--- src/rtl/servile_mem_sched.sv ---
// Round-robin scheduler sharing one Wishbone memory port between ibus, dbus and an external master.
// One transfer at a time, with a per-transfer timeout that terminates a stalled access.
module servile_mem_sched #(
  parameter int unsigned timeout = 255,
  parameter bit          sim     = 1'b0
) (
  input  logic        i_clk,
  input  logic        i_rst,
  input  logic [31:0] i_wb_ibus_adr,
  input  logic        i_wb_ibus_stb,
  output logic [31:0] o_wb_ibus_rdt,
  output logic        o_wb_ibus_ack,
  input  logic [31:0] i_wb_dbus_adr,
  input  logic [31:0] i_wb_dbus_dat,
  input  logic [3:0]  i_wb_dbus_sel,
  input  logic        i_wb_dbus_we,
  input  logic        i_wb_dbus_stb,
  output logic [31:0] o_wb_dbus_rdt,
  output logic        o_wb_dbus_ack,
  input  logic [31:0] i_wb_ext_adr,
  input  logic [31:0] i_wb_ext_dat,
  input  logic [3:0]  i_wb_ext_sel,
  input  logic        i_wb_ext_we,
  input  logic        i_wb_ext_stb,
  output logic [31:0] o_wb_ext_rdt,
  output logic        o_wb_ext_ack,
  output logic        o_wb_ext_err,
  output logic [31:0] o_wb_mem_adr,
  output logic [31:0] o_wb_mem_dat,
  output logic [3:0]  o_wb_mem_sel,
  output logic        o_wb_mem_we,
  output logic        o_wb_mem_stb,
  input  logic [31:0] i_wb_mem_rdt,
  input  logic        i_wb_mem_ack,
  output logic        o_timeout
);

  localparam int unsigned cnt_w = 16;
  localparam logic [cnt_w-1:0] term = cnt_w'(timeout - 1);

  typedef enum logic {IDLE, BUSY} state_t;

  state_t           state;
  logic [1:0]       gnt;
  logic [1:0]       last;
  logic [1:0]       pick;
  logic [cnt_w-1:0] cnt;
  logic             any_stb;
  logic             m_stb;
  logic             mem_ack;
  logic             to_hit;
  logic             done;

  assign any_stb = i_wb_ibus_stb | i_wb_dbus_stb | i_wb_ext_stb;

  // Round-robin: search starts at the master after the last one granted.
  always_comb begin
    pick = 2'd0;
    case (last)
      2'd0:    pick = i_wb_dbus_stb ? 2'd1 : (i_wb_ext_stb  ? 2'd2 : 2'd0);
      2'd1:    pick = i_wb_ext_stb  ? 2'd2 : (i_wb_ibus_stb ? 2'd0 : 2'd1);
      default: pick = i_wb_ibus_stb ? 2'd0 : (i_wb_dbus_stb ? 2'd1 : 2'd2);
    endcase
  end

  // Request mux from the granted master onto the memory port.
  always_comb begin
    m_stb        = 1'b0;
    o_wb_mem_adr = 32'h0;
    o_wb_mem_dat = 32'h0;
    o_wb_mem_sel = 4'h0;
    o_wb_mem_we  = 1'b0;
    case (gnt)
      2'd0: begin
        m_stb        = i_wb_ibus_stb;
        o_wb_mem_adr = i_wb_ibus_adr;
        o_wb_mem_sel = 4'hF;
      end
      2'd1: begin
        m_stb        = i_wb_dbus_stb;
        o_wb_mem_adr = i_wb_dbus_adr;
        o_wb_mem_dat = i_wb_dbus_dat;
        o_wb_mem_sel = i_wb_dbus_sel;
        o_wb_mem_we  = i_wb_dbus_we;
      end
      default: begin
        m_stb        = i_wb_ext_stb;
        o_wb_mem_adr = i_wb_ext_adr;
        o_wb_mem_dat = i_wb_ext_dat;
        o_wb_mem_sel = i_wb_ext_sel;
        o_wb_mem_we  = i_wb_ext_we;
      end
    endcase
  end

  assign o_wb_mem_stb = m_stb & (state == BUSY);
  assign mem_ack      = o_wb_mem_stb & i_wb_mem_ack;
  // A real ack on the terminal count wins over the timeout.
  assign to_hit       = o_wb_mem_stb & ~i_wb_mem_ack & (cnt == term);
  assign done         = mem_ack | to_hit;

  assign o_wb_ibus_ack = done & (gnt == 2'd0);
  assign o_wb_dbus_ack = done & (gnt == 2'd1);
  assign o_wb_ext_ack  = done & (gnt == 2'd2);
  assign o_wb_ext_err  = to_hit & (gnt == 2'd2);
  assign o_timeout     = to_hit;

  assign o_wb_ibus_rdt = (to_hit && gnt == 2'd0) ? 32'h0 : i_wb_mem_rdt;
  assign o_wb_dbus_rdt = (to_hit && gnt == 2'd1) ? 32'h0 : i_wb_mem_rdt;
  assign o_wb_ext_rdt  = (to_hit && gnt == 2'd2) ? 32'h0 : i_wb_mem_rdt;

  always_ff @(posedge i_clk) begin
    if (i_rst) begin
      state <= IDLE;
      gnt   <= 2'd0;
      last  <= 2'd2;
      cnt   <= '0;
    end else begin
      case (state)
        IDLE: begin
          if (any_stb) begin
            gnt   <= pick;
            last  <= pick;
            cnt   <= '0;
            state <= BUSY;
          end
        end
        default: begin
          // Dropped strobe, ack or timeout all end the transfer.
          if (!m_stb || done) state <= IDLE;
          else                cnt   <= cnt + cnt_w'(1);
        end
      endcase
    end
  end

  generate
    if (sim) begin : g_sim
      always_ff @(posedge i_clk) begin
        if (!i_rst && to_hit) $info("servile_mem_sched: transfer to master %0d timed out", gnt);
      end
    end
  endgenerate

endmodule

--- config.mk ---
export PLATFORM = sky130hd
export DESIGN_NAME = servile_mem_sched
export DESIGN_NICKNAME = d
export VERILOG_FILES = /design/src/rtl/servile_mem_sched.sv
export SDC_FILE = /design/constraint.sdc
export NUM_CORES = 1
export LEC_CHECK = 0
export BUFFER_PORTS_ARGS = -buffer_cell sky130_fd_sc_hd__buf_4
export CAP_MARGIN = 5
export CORE_AREA = 2 2 148 150
export CTS_BUF_LIST = sky130_fd_sc_hd__clkbuf_8
export CTS_CLUSTER_SIZE = 30
export DETAILED_ROUTE_END_ITERATION = 8
export DIE_AREA = 0 0 150 152
export PLACE_DENSITY = 0.38
export SLEW_MARGIN = 5
export SYNTH_ARGS = -nofsm -noshare
export SYNTH_HDL_FRONTEND = slang
export SYNTH_SLANG_ARGS = --single-unit
--- constraint.sdc ---
create_clock -name i_clk -period 2.2 [get_ports i_clk]
set_input_delay 0.11 -clock i_clk [delete_from_list [all_inputs] [get_ports i_clk]]
set_output_delay 0.11 -clock i_clk [all_outputs]
set_load 0.05 [all_outputs]
## Word-level counts from Yosys, hierarchy flattened

Cells that the tools add are included.

| cells by class | value |
|---|---|
| add/subtract/negate cells | 1 |
| eq/ne operators | 5 |
| mux-type cells | 21 |
| bitwise operators | 13 |
| reduce and logical (&&, ||, !) cells | 10 |

Operators by type and width:

| cell | number |
|---|---|
| case mux 32 bit (2 select lines) | 2 |
| 2-to-1 mux 32 bit | 3 |
| 2-to-1 mux 16 bit | 3 |
| adder 16 x 1 -> 16 bit, second input constant | 1 |
| == test 16 x 8 -> 1 bit, second input constant | 1 |
| 2-to-1 mux 2 bit | 5 |
| bitwise AND 1 bit | 8 |
| case mux 4 bit (2 select lines) | 1 |
| == test 2 x 1 -> 1 bit, second input constant | 2 |
| logical NOT 2 bit | 2 |
| 2-to-1 mux 1 bit | 4 |
| case mux 1 bit (2 select lines) | 2 |
| case mux 2 bit (2 select lines) | 1 |
| AND reduction 2 bit | 2 |
| logical AND 1 bit | 3 |
| bitwise OR 1 bit | 3 |
| == test 2 bit, second input constant | 1 |
| inequality test 2 bit, second input constant | 1 |
| inverter 1 bit | 2 |
| nonzero test 2 bit | 1 |
| logical NOT 1 bit | 1 |
| logical OR 1 bit | 1 |

| storage, ports and cells | value |
|---|---|
| flip-flop bits (word level) | 21 |
| input bits | 208 |
| output and inout bits | 171 |
| word-level logic and storage cells | 54 |

## Logic depth before layout (Yosys ltp)

| depth | value |
|---|---|
| depth after elaboration | 9 |
| mapped depth | 9 |
| gate-level depth less buffers | 7 |

## Worst setup path after synthesis

OpenSTA, ideal clock, no wires.

| path | value |
|---|---|
| path kind | register to output |
| start point | register cnt[1] |
| end point | output port o_wb_ext_rdt[22] |
| arrival | 3195 ps |
| data required time | 2090 ps |
| path slack | -1105 ps |
| stages on the path, launching flop included | 8 |
| buffers on the path | 1 |
| cell sequence | dfxtp_1 > ha_1 > or4b_1 > nor3_1 > and4_1 > nor3b_1 > clkbuf_1 > nor2b_1 |

| on the way | value |
|---|---|
| word-level cells in the longest chain between the ends | 4 |

RTL lines:

| item | RTL line | RTL |
|---|---|---|
| from (decl) | 47 | `logic [cnt_w-1:0] cnt;` |
| from (signal assigned) | 131 | `else cnt <= cnt + cnt_w'(1);` |
| == test 16 x 8 -> 1 bit | 99 | `assign to_hit = o_wb_mem_stb & ~i_wb_mem_ack & (cnt == term);` |
| bitwise AND 1 bit | 99 |  |
| named net o_timeout | 35 | `output logic o_timeout` |
| logical AND 1 bit | 110 | `assign o_wb_ext_rdt = (to_hit && gnt == 2'd2) ? 32'h0 : i_wb_mem_rdt;` |
| 2-to-1 mux 32 bit | 110 |  |
| to (decl) | 25 | `output logic [31:0] o_wb_ext_rdt,` |

The timed path passes the listed nets, and every way through them passes these cells.

## Final worst setup path

| path | value |
|---|---|
| start point | register cnt[3] |
| end point | output port o_wb_dbus_rdt[8] |

| on the way | value |
|---|---|
| word-level cells in the longest chain between the ends | 4 |

RTL lines:

| item | RTL line | RTL |
|---|---|---|
| == test 16 x 8 -> 1 bit | 99 |  |
| bitwise AND 1 bit | 99 |  |
| logical AND 1 bit | 109 | `assign o_wb_dbus_rdt = (to_hit && gnt == 2'd1) ? 32'h0 : i_wb_mem_rdt;` |
| 2-to-1 mux 32 bit | 109 |  |
| to (decl) | 18 | `output logic [31:0] o_wb_dbus_rdt,` |

Every way passes these cells.

==> metrics <==
status finished with violations; switching share of power a little over half; Yosys cell types 45; HPWL Detailed 17500 um; Vias 4684; vias in the first global route 4740; Max transition margin 51.4%; synthesis-stage register bit count 20; Final nets 1022; Root Driver clkbuf_8; post-placement cell area 0.00671 sq mm; Async SR Flop Fraction 0%; max cap viols 0; first-pass GRT wire length 30200 um; CP endpoint kind output port; Initial Utilization between 10% and 20%; Top Ports roughly 380; DRC violations left 0; drt wl/cell 20.0 um; peak per-stage delay on the critical path around 0.55 ns; CP required ~2.1 ns; Clock power frac 8.9%; unrepaired setup endpoints after global routing yes; # clock sinks 20; Sw Pwr 1.52 mW; # port buffers 378; Hold Vio Cnt, Final 0; drt first pass iters 4; grt ovf 0; Mapped Nets 614; Hold Crit Class in2reg; core area between 0.02 and 0.025 sq mm; peak supply drop between 0.0002 and 0.0003 V; initial antenna violation count 0; Hold Path End gnt[0]; Post-Syn Instances 404; slowest CP cell or4_4; Yosys top cell by area nor2b_1; initial DRC count between 150 and 200; Syn Std Cell Area approximately 0.0028 sq mm; final hold slack 0.0702 ns; Post-Place Cells 1065; Ys Warns 0; pwr/cell area around 370 mW/mm^2; Synth Flop Type dfxtp_1; Finished Layout Cells 1091; CTS HTree Levels 1; top post-synthesis cells by area nor2b_1 (22%), dfxtp_1 (14%), mux2i_1 (12%); clock transition at the registers of the reported paths 0.08 ns; crit-path max FO 6; Critical Path Start Type register; final core occ between 30 and 40%; Worst R2R Setup Slack -0.07 ns; pins over their slew limit 0; Hold Crit Depth 2; reg-to-reg critical path startpoint cnt[3]; Fin Setup TNS -54.28 ns; Register-to-Register Path Depth 8; P&R area growth vs syn 178%; CTS Buf Count 3; Pwr Total 2.88 mW; failing checks setup timing; Gate power share roughly 78%; final worst-path cycle share 131%; clk_lat worst skew 0.26 ns; DP Worst Slack -0.497 ns; r2r endpoint cnt[3]; fin area ~0.0078 sq mm; clk buf depth 2; gpl congestion between 0.9 and 1; register area share after synthesis between 10% and 20%; largest net degree at the start of global routing 83; Global Route Usage Sum 17.6%; Clock Skews ~0.0062 ns; Tmin final between 2 and 3 ns; Final Setup Violations 113; share of layout cells above drive strength 1 roughly 73%; die span in y between 150 and 200 um; Mean Syn Cell Area 6.96 sq um; routed vias/inst between 4 and 5; Die Wd 150 um; Final WS setup -0.676 ns; EDFF count, synth 0; cell row count 54; antenna cells 0; Leak 3.69 nW; critical path type reg2out; final wirelength about 22000 um; post-synth top area share 21.6%; Worst-Margin Slew 0.728 ns; sequential share of power 13.2%; Int Power about 1.4 mW; Final ANT Viol Nets 0; critical path arrival 2.77 ns; Max Fclk between 300 and 400 MHz; min-delay src i_rst; CTS tree built; DIE AREA approximately 0.023 sq mm; Cell Chain, Critical Path or4bb_1, or4_4, or3_4, buf_4, nor2_4, buf_12, clkbuf_16, nor2b_2, buf_6
-- registers in the layout (all words and copies together) (netlist names) --
name / count
state: 1
last: 1
gnt: 2
cnt: 16
-- synth_stat cells, drive strengths merged, types with 8 or more instances --
cell type   n
o21ai      43
inv         8
a22o       33
nand3       8
nor2        9
buf        13
a21oi      15
or3        10
nor2b      97
dfxtp      20
clkbuf     20
mux2i      33
nand2      42
-- metal layers --
layer | wire, um | up-vias | GRT usage (%) | share of wire (%)
met5 | 0 | - | 0 | 0
met1 | 8100 | 2180 | 19.4 | 37
met4 | 339 | 0 | 2.29 | 1.6
li1 | - | 2267 | - | -
met2 | 10600 | 216 | 30.3 | 49
met3 | 2770 | 21 | 9.52 | 13
-- critical path: cells and delay by family (launching register included) --
| family | cells | cell delay (ns) |
|---|---|---|
| buffers and inverters | 4 | 0.61 |
| DFF | 1 | 0.34 |
| and+or+nand+nor | 5 | 1.54 |
-- logic make-up (layout without fill, tap and decap cells) --
group	Yosys count	after routing	share of synthesized area, %
AND/OR/NAND/NOR	199	199	40.8
AO/OA/AOI/OAI	107	107	25.3
buffers and inverters	41	448	6.32
multiplexers	34	34	12.1
flip-flops	20	20	14.2
adder cells (fa/ha/maj)	2	2	0.890
XOR/XNOR	1	1	0.311
-- final cells by class --
type                    instances  area, sq um
well taps                     280          350
multi-input cells             343         2910
fillers                      2153        13500
inverters                       8         30.0
repair buffers                436         4070
clock inverters                 1         3.75
clock buffers                   3         41.3
flip-flops and latches         20          410
-- power by group through the flow --
stage | combinational (mW) | clock (mW) | sequential [mW]
global placement | 2.12 | 0 | 0.387
detailed placement | 2.12 | 0 | 0.388
floorplan | 1.31 | 0 | 0.384
global route | 2.35 | 0.283 | 0.382
CTS | 2.21 | 0.269 | 0.380
finish | 2.25 | 0.256 | 0.380
-- cell usage in the layout, fill, tap and decap left out, drive strengths merged --
master / count
or4b: 1
nand3: 8
o21bai: 1
o211ai: 3
nor2b: 97
nor3: 7
ha: 2
or4: 5
buf: 433
xor2: 1
nand2: 42
o22ai: 1
nand4b: 1
and3: 4
nor3b: 1
nand2b: 3
o21ai: 43
mux2: 1
inv: 9
nor2: 9
o22a: 4
and2: 3
or4bb: 1
clkbuf: 6
dfxtp: 20
a31oi: 1
a21oi: 15
a31o: 1
o2111ai: 1
and4: 3
nor4: 1
nand4: 3
a211oi: 1
o2111a: 1
or3: 10
o31ai: 2
mux2i: 33
a22o: 33
-- worst max path at each step --
stage / startpoint / end / slack, ns
global placement: cnt[0] / o_wb_ibus_rdt[25] / -0.46
CTS: cnt[3] / o_wb_ibus_rdt[12] / -0.77
global route: cnt[0] / o_wb_ibus_rdt[13] / -0.80
finish: cnt[3] / o_wb_dbus_rdt[8] / -0.68
floorplan: cnt[0] / o_wb_ibus_rdt[10] / -0.34
detailed placement: cnt[0] / o_wb_ibus_rdt[23] / -0.50
-- what timing repair did --
action,CTS,global route
setup endpoints to repair,153,129
pin swaps,9,10
hold buffers,0,0
gates resized for setup,138,56
cloned,7,4
setup buffers,13,5
(Power assumes the default switching activity.)
